--- src/rtl/sixteen_bit.sv ---
// sixteen_bit: single-cycle ALU with a registered result and carry/shift-out.
// Twenty opcodes cover pass, add/sub, logic and 1-bit shift/rotate.
// Unused opcodes produce zero. All results appear one clock after the inputs.

module sixteen_bit #(
    parameter int unsigned WIDTH = 16
) (
    input  logic             clk,
    input  logic             rst_n,
    input  logic [4:0]       select,
    input  logic [WIDTH-1:0] a,
    input  logic [WIDTH-1:0] b,
    input  logic             Cin,
    output logic [WIDTH-1:0] y,
    output logic             Cout
);

    localparam int unsigned SUM_W = WIDTH + 1;

    typedef enum logic [4:0] {
        OP_PASS_A = 5'b00000,
        OP_INC    = 5'b00001,
        OP_ADD    = 5'b00010,
        OP_ADC    = 5'b00011,
        OP_SBB    = 5'b00100,
        OP_SUB    = 5'b00101,
        OP_DEC    = 5'b00110,
        OP_PASS_B = 5'b00111,
        OP_AND    = 5'b01000,
        OP_OR     = 5'b01001,
        OP_XOR    = 5'b01010,
        OP_XNOR   = 5'b01011,
        OP_NOT_A  = 5'b01100,
        OP_NAND   = 5'b01101,
        OP_NOR    = 5'b01110,
        OP_SHL    = 5'b01111,
        OP_SHR    = 5'b10000,
        OP_ASR    = 5'b10001,
        OP_ROL    = 5'b10010,
        OP_ROR    = 5'b10011
    } op_e;

    op_e              op;
    logic [WIDTH-1:0] add_x;
    logic [WIDTH-1:0] add_y;
    logic             add_cin;
    logic [SUM_W-1:0] sum;
    logic [WIDTH-1:0] logic_r;
    logic [WIDTH-1:0] shift_r;
    logic             shift_c;
    logic [WIDTH-1:0] r;
    logic             c;

    assign op = op_e'(select);

    // Pick the second addend and carry-in so one adder serves every arithmetic opcode.
    always_comb begin
        add_x   = a;
        add_y   = '0;
        add_cin = 1'b0;
        case (op)
            OP_INC: begin
                add_cin = 1'b1;
            end
            OP_ADD: begin
                add_y = b;
            end
            OP_ADC: begin
                add_y   = b;
                add_cin = Cin;
            end
            OP_SBB: begin
                add_y = ~b;
            end
            OP_SUB: begin
                add_y   = ~b;
                add_cin = 1'b1;
            end
            OP_DEC: begin
                add_y = '1;
            end
            default: begin
            end
        endcase
    end

    // Full-width adder; the top bit is the carry (for subtraction, 1 means no borrow).
    assign sum = SUM_W'(add_x) + SUM_W'(add_y) + SUM_W'(add_cin);

    // Bitwise logic unit.
    always_comb begin
        logic_r = '0;
        case (op)
            OP_AND:   logic_r = a & b;
            OP_OR:    logic_r = a | b;
            OP_XOR:   logic_r = a ^ b;
            OP_XNOR:  logic_r = ~(a ^ b);
            OP_NOT_A: logic_r = ~a;
            OP_NAND:  logic_r = ~(a & b);
            OP_NOR:   logic_r = ~(a | b);
            default:  logic_r = '0;
        endcase
    end

    // One-bit shifter/rotator; the bit shifted out becomes the carry.
    always_comb begin
        shift_r = '0;
        shift_c = 1'b0;
        case (op)
            OP_SHL: begin
                shift_r = {a[WIDTH-2:0], 1'b0};
                shift_c = a[WIDTH-1];
            end
            OP_SHR: begin
                shift_r = {1'b0, a[WIDTH-1:1]};
                shift_c = a[0];
            end
            OP_ASR: begin
                shift_r = {a[WIDTH-1], a[WIDTH-1:1]};
                shift_c = a[0];
            end
            OP_ROL: begin
                shift_r = {a[WIDTH-2:0], a[WIDTH-1]};
                shift_c = a[WIDTH-1];
            end
            OP_ROR: begin
                shift_r = {a[0], a[WIDTH-1:1]};
                shift_c = a[0];
            end
            default: begin
                shift_r = '0;
                shift_c = 1'b0;
            end
        endcase
    end

    // Result mux: route the unit that owns the opcode; unused opcodes give zero.
    always_comb begin
        r = '0;
        c = 1'b0;
        case (op)
            OP_PASS_A: r = a;
            OP_PASS_B: r = b;
            OP_INC, OP_ADD, OP_ADC, OP_SBB, OP_SUB, OP_DEC: begin
                r = sum[WIDTH-1:0];
                c = sum[WIDTH];
            end
            OP_AND, OP_OR, OP_XOR, OP_XNOR, OP_NOT_A, OP_NAND, OP_NOR: begin
                r = logic_r;
            end
            OP_SHL, OP_SHR, OP_ASR, OP_ROL, OP_ROR: begin
                r = shift_r;
                c = shift_c;
            end
            default: begin
                r = '0;
                c = 1'b0;
            end
        endcase
    end

    // Output register; reset clears the result at once and drops any pending value.
    always_ff @(posedge clk or negedge rst_n) begin
        if (!rst_n) begin
            y    <= '0;
            Cout <= 1'b0;
        end else begin
            y    <= r;
            Cout <= c;
        end
    end

endmodule

--- config.mk ---
export PLATFORM = sky130hd
export DESIGN_NAME = sixteen_bit
export DESIGN_NICKNAME = d
export VERILOG_FILES = /design/src/rtl/sixteen_bit.sv
export SDC_FILE = /design/constraint.sdc
export NUM_CORES = 1
export LEC_CHECK = 0
export ABC_AREA = 1
export CELL_PAD_IN_SITES_DETAIL_PLACEMENT = 1
export CELL_PAD_IN_SITES_GLOBAL_PLACEMENT = 1
export CORE_ASPECT_RATIO = 0.6
export CORE_UTILIZATION = 40
export DETAILED_ROUTE_END_ITERATION = 16
export PLACE_DENSITY = 0.91
export REMOVE_ABC_BUFFERS = 1
export SLEW_MARGIN = 20
export SYNTH_ARGS = -nofsm -noshare
export SYNTH_HDL_FRONTEND = slang
export SYNTH_SLANG_ARGS = --single-unit
--- constraint.sdc ---
create_clock -name clk -period 0.8 [get_ports clk]
set_input_delay 0.16 -clock clk [delete_from_list [all_inputs] [get_ports clk]]
set_output_delay 0.16 -clock clk [all_outputs]
set_load 0.1 [all_outputs]
==> summary.md, run 1 <==
| Metric | Value |
|---|---|
| Syn Inst Count | 695 |
| Initial Util | 0.412 |
| I/O pin count | 57 |
| H-tree Lvls | 1 |
| Synth cell types | 29 |
| Clock buffer count from CTS | 3 |
| Post-CTS Repair Setup Buffers | 18 |
| Dpl cells | 1006 |
| Hold_buf cts | 0 |
| Worst slack, placed | -2.32 ns |
| Yosys reg bits | 17 |
| Number of port buffers | 56 |
| Post-CTS Resized | 156 |
| Log Error | [ERROR DPL-0033] detailed placement checks failed during check placement. |
| RD Place Congestion | 1.03 |
| YS warnings | 0 |
| Cell Area, Synth | 3770 um^2 |
| Max Root-Sink Buffers | 2 |
| Die H | 77.2 um |
| Row Count | 27 |
| Seq/Total Area, Yosys | 0.113 |
| Failing step | 4_1_cts |
| Die width | 127 um |
| HPWL after detailed placement | 17100 um |
| CTS Root Cell | clkbuf_16 |
| Outcome | aborted with a tool error |
| # clock sinks | 17 |
| Syn Area/Cell | 5.42 um^2 |
==> through the flow <==
step | area (um^2) | utilization | hold slack, ns
3_5_place_dp | 5670 | 0.619 | 0.527
3_3_place_gp | 5670 | 0.619 | 0.525
2_1_floorplan | 3690 | - | -0.136
==> Yosys cell counts <==
master	count	area (um^2)
nor3_2	1	10.0
nand3_1	44	220
o21ai_0	22	110
o211ai_2	1	12.5
or2_0	1	6.26
fa_1	2	40.0
buf_6	2	22.5
clkbuf_1	2	7.51
inv_1	118	443
nand2_1	278	1040
nor2_1	63	236
o211ai_1	20	150
and3_1	1	6.26
a22oi_1	1	7.51
buf_2	7	35.0
nand2_2	4	25.0
nand3b_1	4	30.0
ha_1	47	588
buf_4	2	15.0
o22ai_1	5	31.3
nor3_1	8	40.0
or2_2	5	31.3
xor2_1	1	8.76
nor2_4	1	11.3
inv_2	3	11.3
nand4_1	16	100
dfrtp_1	17	425
nor2_2	4	25.0
a21oi_1	15	75.1
==> cell families after synthesis <==
logic type | count (synthesis) | synth area share
AND/OR/NAND/NOR | 430 | 0.474
buffers and inverters | 134 | 0.142
AO/OA/AOI/OAI | 64 | 0.103
adder cells (fa/ha/maj) | 49 | 0.167
flip-flops | 17 | 0.113
XOR/XNOR | 1 | 0.00232
==> run 2: changes to the inputs <==
--- a/config.mk
+++ b/config.mk
@@ -6,12 +6,9 @@
 export NUM_CORES = 1
 export LEC_CHECK = 0
 export ABC_AREA = 1
-export CELL_PAD_IN_SITES_DETAIL_PLACEMENT = 1
-export CELL_PAD_IN_SITES_GLOBAL_PLACEMENT = 1
-export CORE_ASPECT_RATIO = 0.6
 export CORE_UTILIZATION = 40
 export DETAILED_ROUTE_END_ITERATION = 16
-export PLACE_DENSITY = 0.91
+export PLACE_DENSITY_LB_ADDON = 0.15
 export REMOVE_ABC_BUFFERS = 1
 export SLEW_MARGIN = 20
 export SYNTH_ARGS = -nofsm -noshare
==> summary.md, run 2 <==
| Metric | Value |
|---|---|
| CP max stage cell | ha_1 |
| Top-area cell type share of the netlist area | 0.277 |
| Post-route minimum period | 2.03 ns |
| CP Data Arrival Time | 2.18 ns |
| CORE AREA | 9200 um^2 |
| Number of fill cells | 809 |
| CTS tree | built |
| CP Buf/Inv Count | 7 |
| Cell Area, Synth | 3770 um^2 |
| Cell Pwr Density | 924 nW/um^2 |
| Largest family of logic cells by synthesized area | simple AND/OR/NAND/NOR gates |
| Die width | 99.1 um |
| Antenna Nets Post-Route | 0 |
| CP required | 0.95 ns |
| I/O pin count | 57 |
| Layout cells sized above 1 | 0.322 |
| Final hold violation count | 0 |
| Pleak | 3.40 nW |
| Critical path capture point type | flip-flop |
| Worst path depth | 14 |
| Mux cell area share after synthesis | 0 |
| Largest registers | y: 16 flops, Cout: 1 flops |
| CP max FO | 7 |
| Post-DR wirelength/cell | 15.6 um |
| Synth cell types | 29 |
| Adder-Cell Fraction of Synth Area | 0.167 |
| Compound-cell area share of the yosys netlist | 0.103 |
| Async set or reset register ratio after synthesis | 1.00 |
| Vias per cell | 5.26 |
| HPWL after detailed placement | 11800 um |
| Ys flop type | dfrtp_1 |
| Commonest non-fill, non-tap cell in the layout | nand2_1 |
| Hold crit path type | input pin to asynchronous set/reset pin |
| Syn Inst Count | 695 |
| Initial antenna violation count | 0 |
| Largest net degree at the start of global routing | 18 |
| Die ar. | 9810 um^2 |
| Simple-gate share of the synthesized area | 0.474 |
| Crit path launch type | input pin |
| Worst path top cell family by delay | buffers and inverters |
| DR DRC count | 0 |
| NumNets Final | 994 |
| WL final | 15800 um |
| RD Place Congestion | 0.935 |
| H-tree Lvls | 1 |
| Setup TNS | -22.91 ns |
| Worst setup margin | -1.23 ns |
| Die H | 99.1 um |
| XOR/XNOR Fraction of Synth Area | 0.00232 |
| Outcome | finished with violations |
| Seq/Total Area, Yosys | 0.113 |
| Row Count | 35 |
| Via count | 5335 |
| CTS Root Cell | clkbuf_8 |
| F_max | 492 MHz |
| Max Root-Sink Buffers | 2 |
| Most frequent cell after synthesis | nand2_1 |
| Max Cap Viol | 0 |
| Commonest non-fill, non-tap cells in the layout | 243 x nand2_1, 144 x buf_4, 103 x inv_1, 55 x nor2_1, 45 x ha_1 |
| Violated checks | setup timing |
| Largest Register | y |
| Vias in the first global route | 5198 |
| Synth top area cells | nand2_1 28%, ha_1 16%, inv_1 12% |
| YS warnings | 0 |
| GRT Total Usage | 0.319 |
| Syn Area/Cell | 5.42 um^2 |
| Max reg flops | 16 |
| Worst slew pin tran | 0.417 ns |
| Final setup viols | 34 |
| Reg clk slew, reported paths | 0.09 ns |
| Critical-path cell list | buf_6 -> buf_6 -> buf_6 -> nor2_4 -> buf_6 -> nand2_2 -> o211ai_1 -> ha_1 -> buf_4 -> buf_6 -> buf_4 -> or2_2 -> nand3_1 -> nand4_1 |
| First-pass GRT wire length | 24600 um |
| Drt initial violations | 298 |
| VDD IR max | 0.829 mV |
| Hold_buf cts | 0 |
| RSZ-0062 raised after global routing | true |
| Initial Util | 0.410 |
| Critical path origin | select[1] |
| Congestion Overflow GR | 0 |
| Yosys reg bits | 17 |
| # clock sinks | 17 |
| Top cells by count, synth | 278 x nand2_1, 118 x inv_1, 63 x nor2_1, 47 x ha_1, 44 x nand3_1 |
| Drt pass-1 iters | 5 |
| Crit-path max cell delay | 0.33 ns |
| CP Class | input pin to flip-flop |
| Period Utilization, post-route | 2.54 |
| Area growth syn-to-layout | 66.9% |
| Number of port buffers | 56 |
| Worst slack, placed | -2.08 ns |
| Post-synth EDFFs | 0 |
| Most frequent CP cell | buf_6 |
| Clock buffer count from CTS | 3 |
| N_diodes | 0 |
| Post-synth top area cell | nand2_1 |
| Fin. max-slew vios | 0 |
| Rel. slew slack | 0.721 |
[run 2: logic make-up (layout without fill, tap and decap cells)]
family,count (synthesis),in the layout
simple gates,430,430
buf+inv,134,343
compound gates,64,64
fa+ha+maj,49,49
flops,17,17
xor+xnor,1,1
[run 2: final cells by class]
type	count	area (um^2)	share of cell area
clock buffers	4	45.0	0.00716
flip-flops and latches	17	425	0.0676
inverters	121	462	0.0734
repair buffers	218	2050	0.326
multi-input cells	544	3170	0.503
well taps	111	139	0.0221
[run 2: routing by layer]
layer,wire (um),track usage,vias up
li1,-,-,2602
met5,0,0,-
met3,839,0.0277,69
met2,7450,0.558,229
met4,868,0.174,0
met1,6670,0.387,2435
[run 2: where the power goes]
| part | total [mW] | internal (mW) | switching [mW] |
|---|---|---|---|
| logic | 3.97 | 1.66 | 2.31 |
| clock network | 0.746 | 0.356 | 0.389 |
| registers | 1.09 | 0.981 | 0.110 |
[run 2: through the flow]
| step | hold WS (ns) | total power [mW] | utilization | cells | cell area (um^2) |
|---|---|---|---|---|---|
| after floorplan | -0.136 | 2.90 | - | 682 | 3690 |
| after global placement | 0.534 | 4.61 | 0.612 | 987 | 5630 |
| after detailed placement | 0.534 | 4.65 | 0.612 | 987 | 5630 |
| after CTS | 0.236 | 5.56 | 0.654 | 1009 | 6020 |
| after global routing | 0.234 | 6.09 | 0.684 | 1015 | 6290 |
| final | 0.225 | 5.81 | 0.684 | 1015 | 6290 |
[run 2: worst paths after layout]
kind / endpoint / slack (ns)
max: y[2]$_DFF_PN0_ / -1.23
min: y[0]$_DFF_PN0_ / 0.23
max in group asynchronous: y[8]$_DFF_PN0_ / 0.40
min in group clk: y[1]$_DFF_PN0_ / 0.38
[run 2: what timing repair did]
item | CTS | global route
pin swaps | 46 | 48
gates cloned | 1 | 0
gates resized for setup | 92 | 64
hold endpoints to repair | 0 | 0
setup endpoints to repair | 34 | 34
buffers inserted | 18 | 7
Power figures use the tool's default switching activity.
==> run 3: changes to the inputs <==
--- a/config.mk
+++ b/config.mk
@@ -10,7 +10,6 @@
 export DETAILED_ROUTE_END_ITERATION = 16
 export PLACE_DENSITY_LB_ADDON = 0.15
 export REMOVE_ABC_BUFFERS = 1
-export SLEW_MARGIN = 20
 export SYNTH_ARGS = -nofsm -noshare
 export SYNTH_HDL_FRONTEND = slang
 export SYNTH_SLANG_ARGS = --single-unit
==> results of run 3 <==
The final DEF is identical to that of run 2; final timing and power are the same.
==> run 4: changes to the inputs <==
--- a/config.mk
+++ b/config.mk
@@ -9,6 +9,7 @@
 export CORE_UTILIZATION = 40
 export DETAILED_ROUTE_END_ITERATION = 16
 export PLACE_DENSITY_LB_ADDON = 0.15
+export RECOVER_POWER = 25
 export REMOVE_ABC_BUFFERS = 1
 export SYNTH_ARGS = -nofsm -noshare
 export SYNTH_HDL_FRONTEND = slang
==> constraint.sdc (replaced) <==
create_clock -name clk -period 0.8 [get_ports clk]
set_input_delay 0.16 -clock clk [delete_from_list [all_inputs] [get_ports clk]]
set_output_delay 0.16 -clock clk [all_outputs]
set_load 0.05 [all_outputs]
==> summary.md, run 4 (synthesis results as in run 2) <==
| Metric | Value |
|---|---|
| Layout cells sized above 1 | 0.322 |
| CP Data Arrival Time | 2.18 ns |
| Antenna Nets Post-Route | 0 |
| Area of the multi-input gates | 3170 um^2 |
| Internal power | 2.98 mW |
| GRT Total Usage | 0.319 |
| Setup TNS | -22.59 ns |
| Max Root-Sink Buffers | 2 |
| Max reg flops | 16 |
| Number of fill cells | 811 |
| Largest net degree at the start of global routing | 18 |
| CTS tree | built |
| Largest registers | y: 16 flops, Cout: 1 flops |
| F_max | 492 MHz |
| Drt pass-1 iters | 5 |
| NetSw | 2.34 mW |
| Row Count | 35 |
| Cell Pwr Density | 847 nW/um^2 |
| Max Cap Viol | 0 |
| Hold crit path type | input pin to asynchronous set/reset pin |
| VDD IR max | 0.676 mV |
| Hold_buf cts | 0 |
| Period Utilization, post-route | 2.54 |
| Largest Register | y |
| Die ar. | 9810 um^2 |
| Post-route minimum period | 2.03 ns |
| Initial Util | 0.410 |
| DR DRC count | 0 |
| Final setup viols | 34 |
| RD Place Congestion | 0.935 |
| Vias in the first global route | 5198 |
| Combinational power share | 0.654 |
| Commonest non-fill, non-tap cells in the layout | 243 x nand2_1, 144 x buf_4, 103 x inv_1, 55 x nor2_1, 45 x ha_1 |
| Design Area, Final | 6270 um^2 |
| Clk pwr share | 0.140 |
| Critical path capture point type | flip-flop |
| Drt initial violations | 298 |
| Post-DR wirelength/cell | 15.6 um |
| CTS Root Cell | clkbuf_8 |
| NumNets Final | 994 |
| Pleak | 3.40 nW |
| Net Sw Frac | 0.439 |
| Clock buffer count from CTS | 3 |
| I/O pin count | 57 |
| Die width | 99.1 um |
| Rel. slew slack | 0.623 |
| CORE AREA | 9200 um^2 |
| Number of port buffers | 56 |
| # clock sinks | 17 |
| Vias per cell | 5.27 |
| Via count | 5353 |
| Worst setup margin | -1.23 ns |
| HPWL after detailed placement | 11800 um |
| Initial antenna violation count | 0 |
| Post-Place Cell Area | 5630 um^2 |
| Final hold violation count | 0 |
| Fin. max-slew vios | 0 |
| CP required | 0.95 ns |
| Reg clk slew, reported paths | 0.09 ns |
| Register area | 425 um^2 |
| Worst slew pin tran | 0.566 ns |
| Outcome | finished with violations |
| Congestion Overflow GR | 0 |
| Violated checks | setup timing |
| First-pass GRT wire length | 24600 um |
| Crit path launch type | input pin |
| N_diodes | 0 |
| Sequential share of power | 0.205 |
| RSZ-0062 raised after global routing | true |
| Commonest non-fill, non-tap cell in the layout | nand2_1 |
| CP max FO | 7 |
| H-tree Lvls | 1 |
| CP Class | input pin to flip-flop |
| WL final | 15900 um |
| Area growth syn-to-layout | 66.5% |
| Die H | 99.1 um |
-- run 4: final cells by class --
type | instances | share of cell area
Sequential cell | 17 | 0.0678
Clock buffer | 4 | 0.00718
Inverter | 121 | 0.0736
Multi-Input combinational cell | 544 | 0.504
Tap cell | 111 | 0.0221
Timing Repair Buffer | 218 | 0.325
-- run 4: metal layers --
layer / share of wire / vias to the layer above / global-route usage / wire length [um]
met5: 0 / - / 0 / 0
met4: 0.055 / 0 / 0.174 / 868
met3: 0.054 / 70 / 0.0277 / 863
met2: 0.47 / 241 / 0.558 / 7460
met1: 0.42 / 2440 / 0.387 / 6670
li1: - / 2602 / - / -
-- run 4: power by group through the flow --
stage / clock [mW] / combinational [mW] / sequential [mW]
2_1_floorplan: 0 / 0.972 / 1.47
3_3_place_gp: 0 / 3.02 / 1.11
3_5_place_dp: 0 / 3.06 / 1.11
4_1_cts: 0.747 / 3.24 / 1.09
5_1_grt: 0.774 / 3.72 / 1.10
6_report: 0.746 / 3.48 / 1.09
-- run 4: metrics by stage --
step / power, mW / instances / setup slack (ns) / hold WS [ns] / utilization
final: 5.32 / 1015 / -1.23 / 0.333 / 0.682
after CTS: 5.08 / 1009 / -1.27 / 0.236 / 0.654
after global routing: 5.60 / 1015 / -1.33 / 0.369 / 0.682
after floorplan: 2.44 / 682 / -1.76 / -0.136 / -
after global placement: 4.12 / 987 / -2.01 / 0.534 / 0.612
after detailed placement: 4.17 / 987 / -2.08 / 0.534 / 0.612
-- run 4: worst max path at each step --
stage	start	endpoint	slack, ns	depth (start not counted)
2_1_floorplan	select[3]	y[8]$_DFF_PN0_	-1.76	14
3_3_place_gp	select[4]	y[12]$_DFF_PN0_	-2.01	17
3_5_place_dp	select[4]	y[8]$_DFF_PN0_	-2.08	17
4_1_cts	select[1]	y[8]$_DFF_PN0_	-1.27	16
5_1_grt	select[1]	y[14]$_DFF_PN0_	-1.33	17
6_report	select[1]	y[2]$_DFF_PN0_	-1.23	14
-- run 4: what timing repair did --
item / in CTS / in global routing
pin swaps: 46 / 48
cloned: 1 / 0
gates resized for setup: 92 / 64
endpoints found under the hold margin: 0 / 0
endpoints found under the setup margin: 34 / 34
buffers inserted: 18 / 7
-- run 4: worst max-delay path, cell delays in order --
cell	delay [ns]
buf_6	0.09
buf_6	0.12
buf_6	0.12
nor2_4	0.17
buf_6	0.18
nand2_2	0.05
o211ai_1	0.09
ha_1	0.33
buf_4	0.17
buf_6	0.11
buf_4	0.12
or2_2	0.28
nand3_1	0.10
nand4_1	0.10
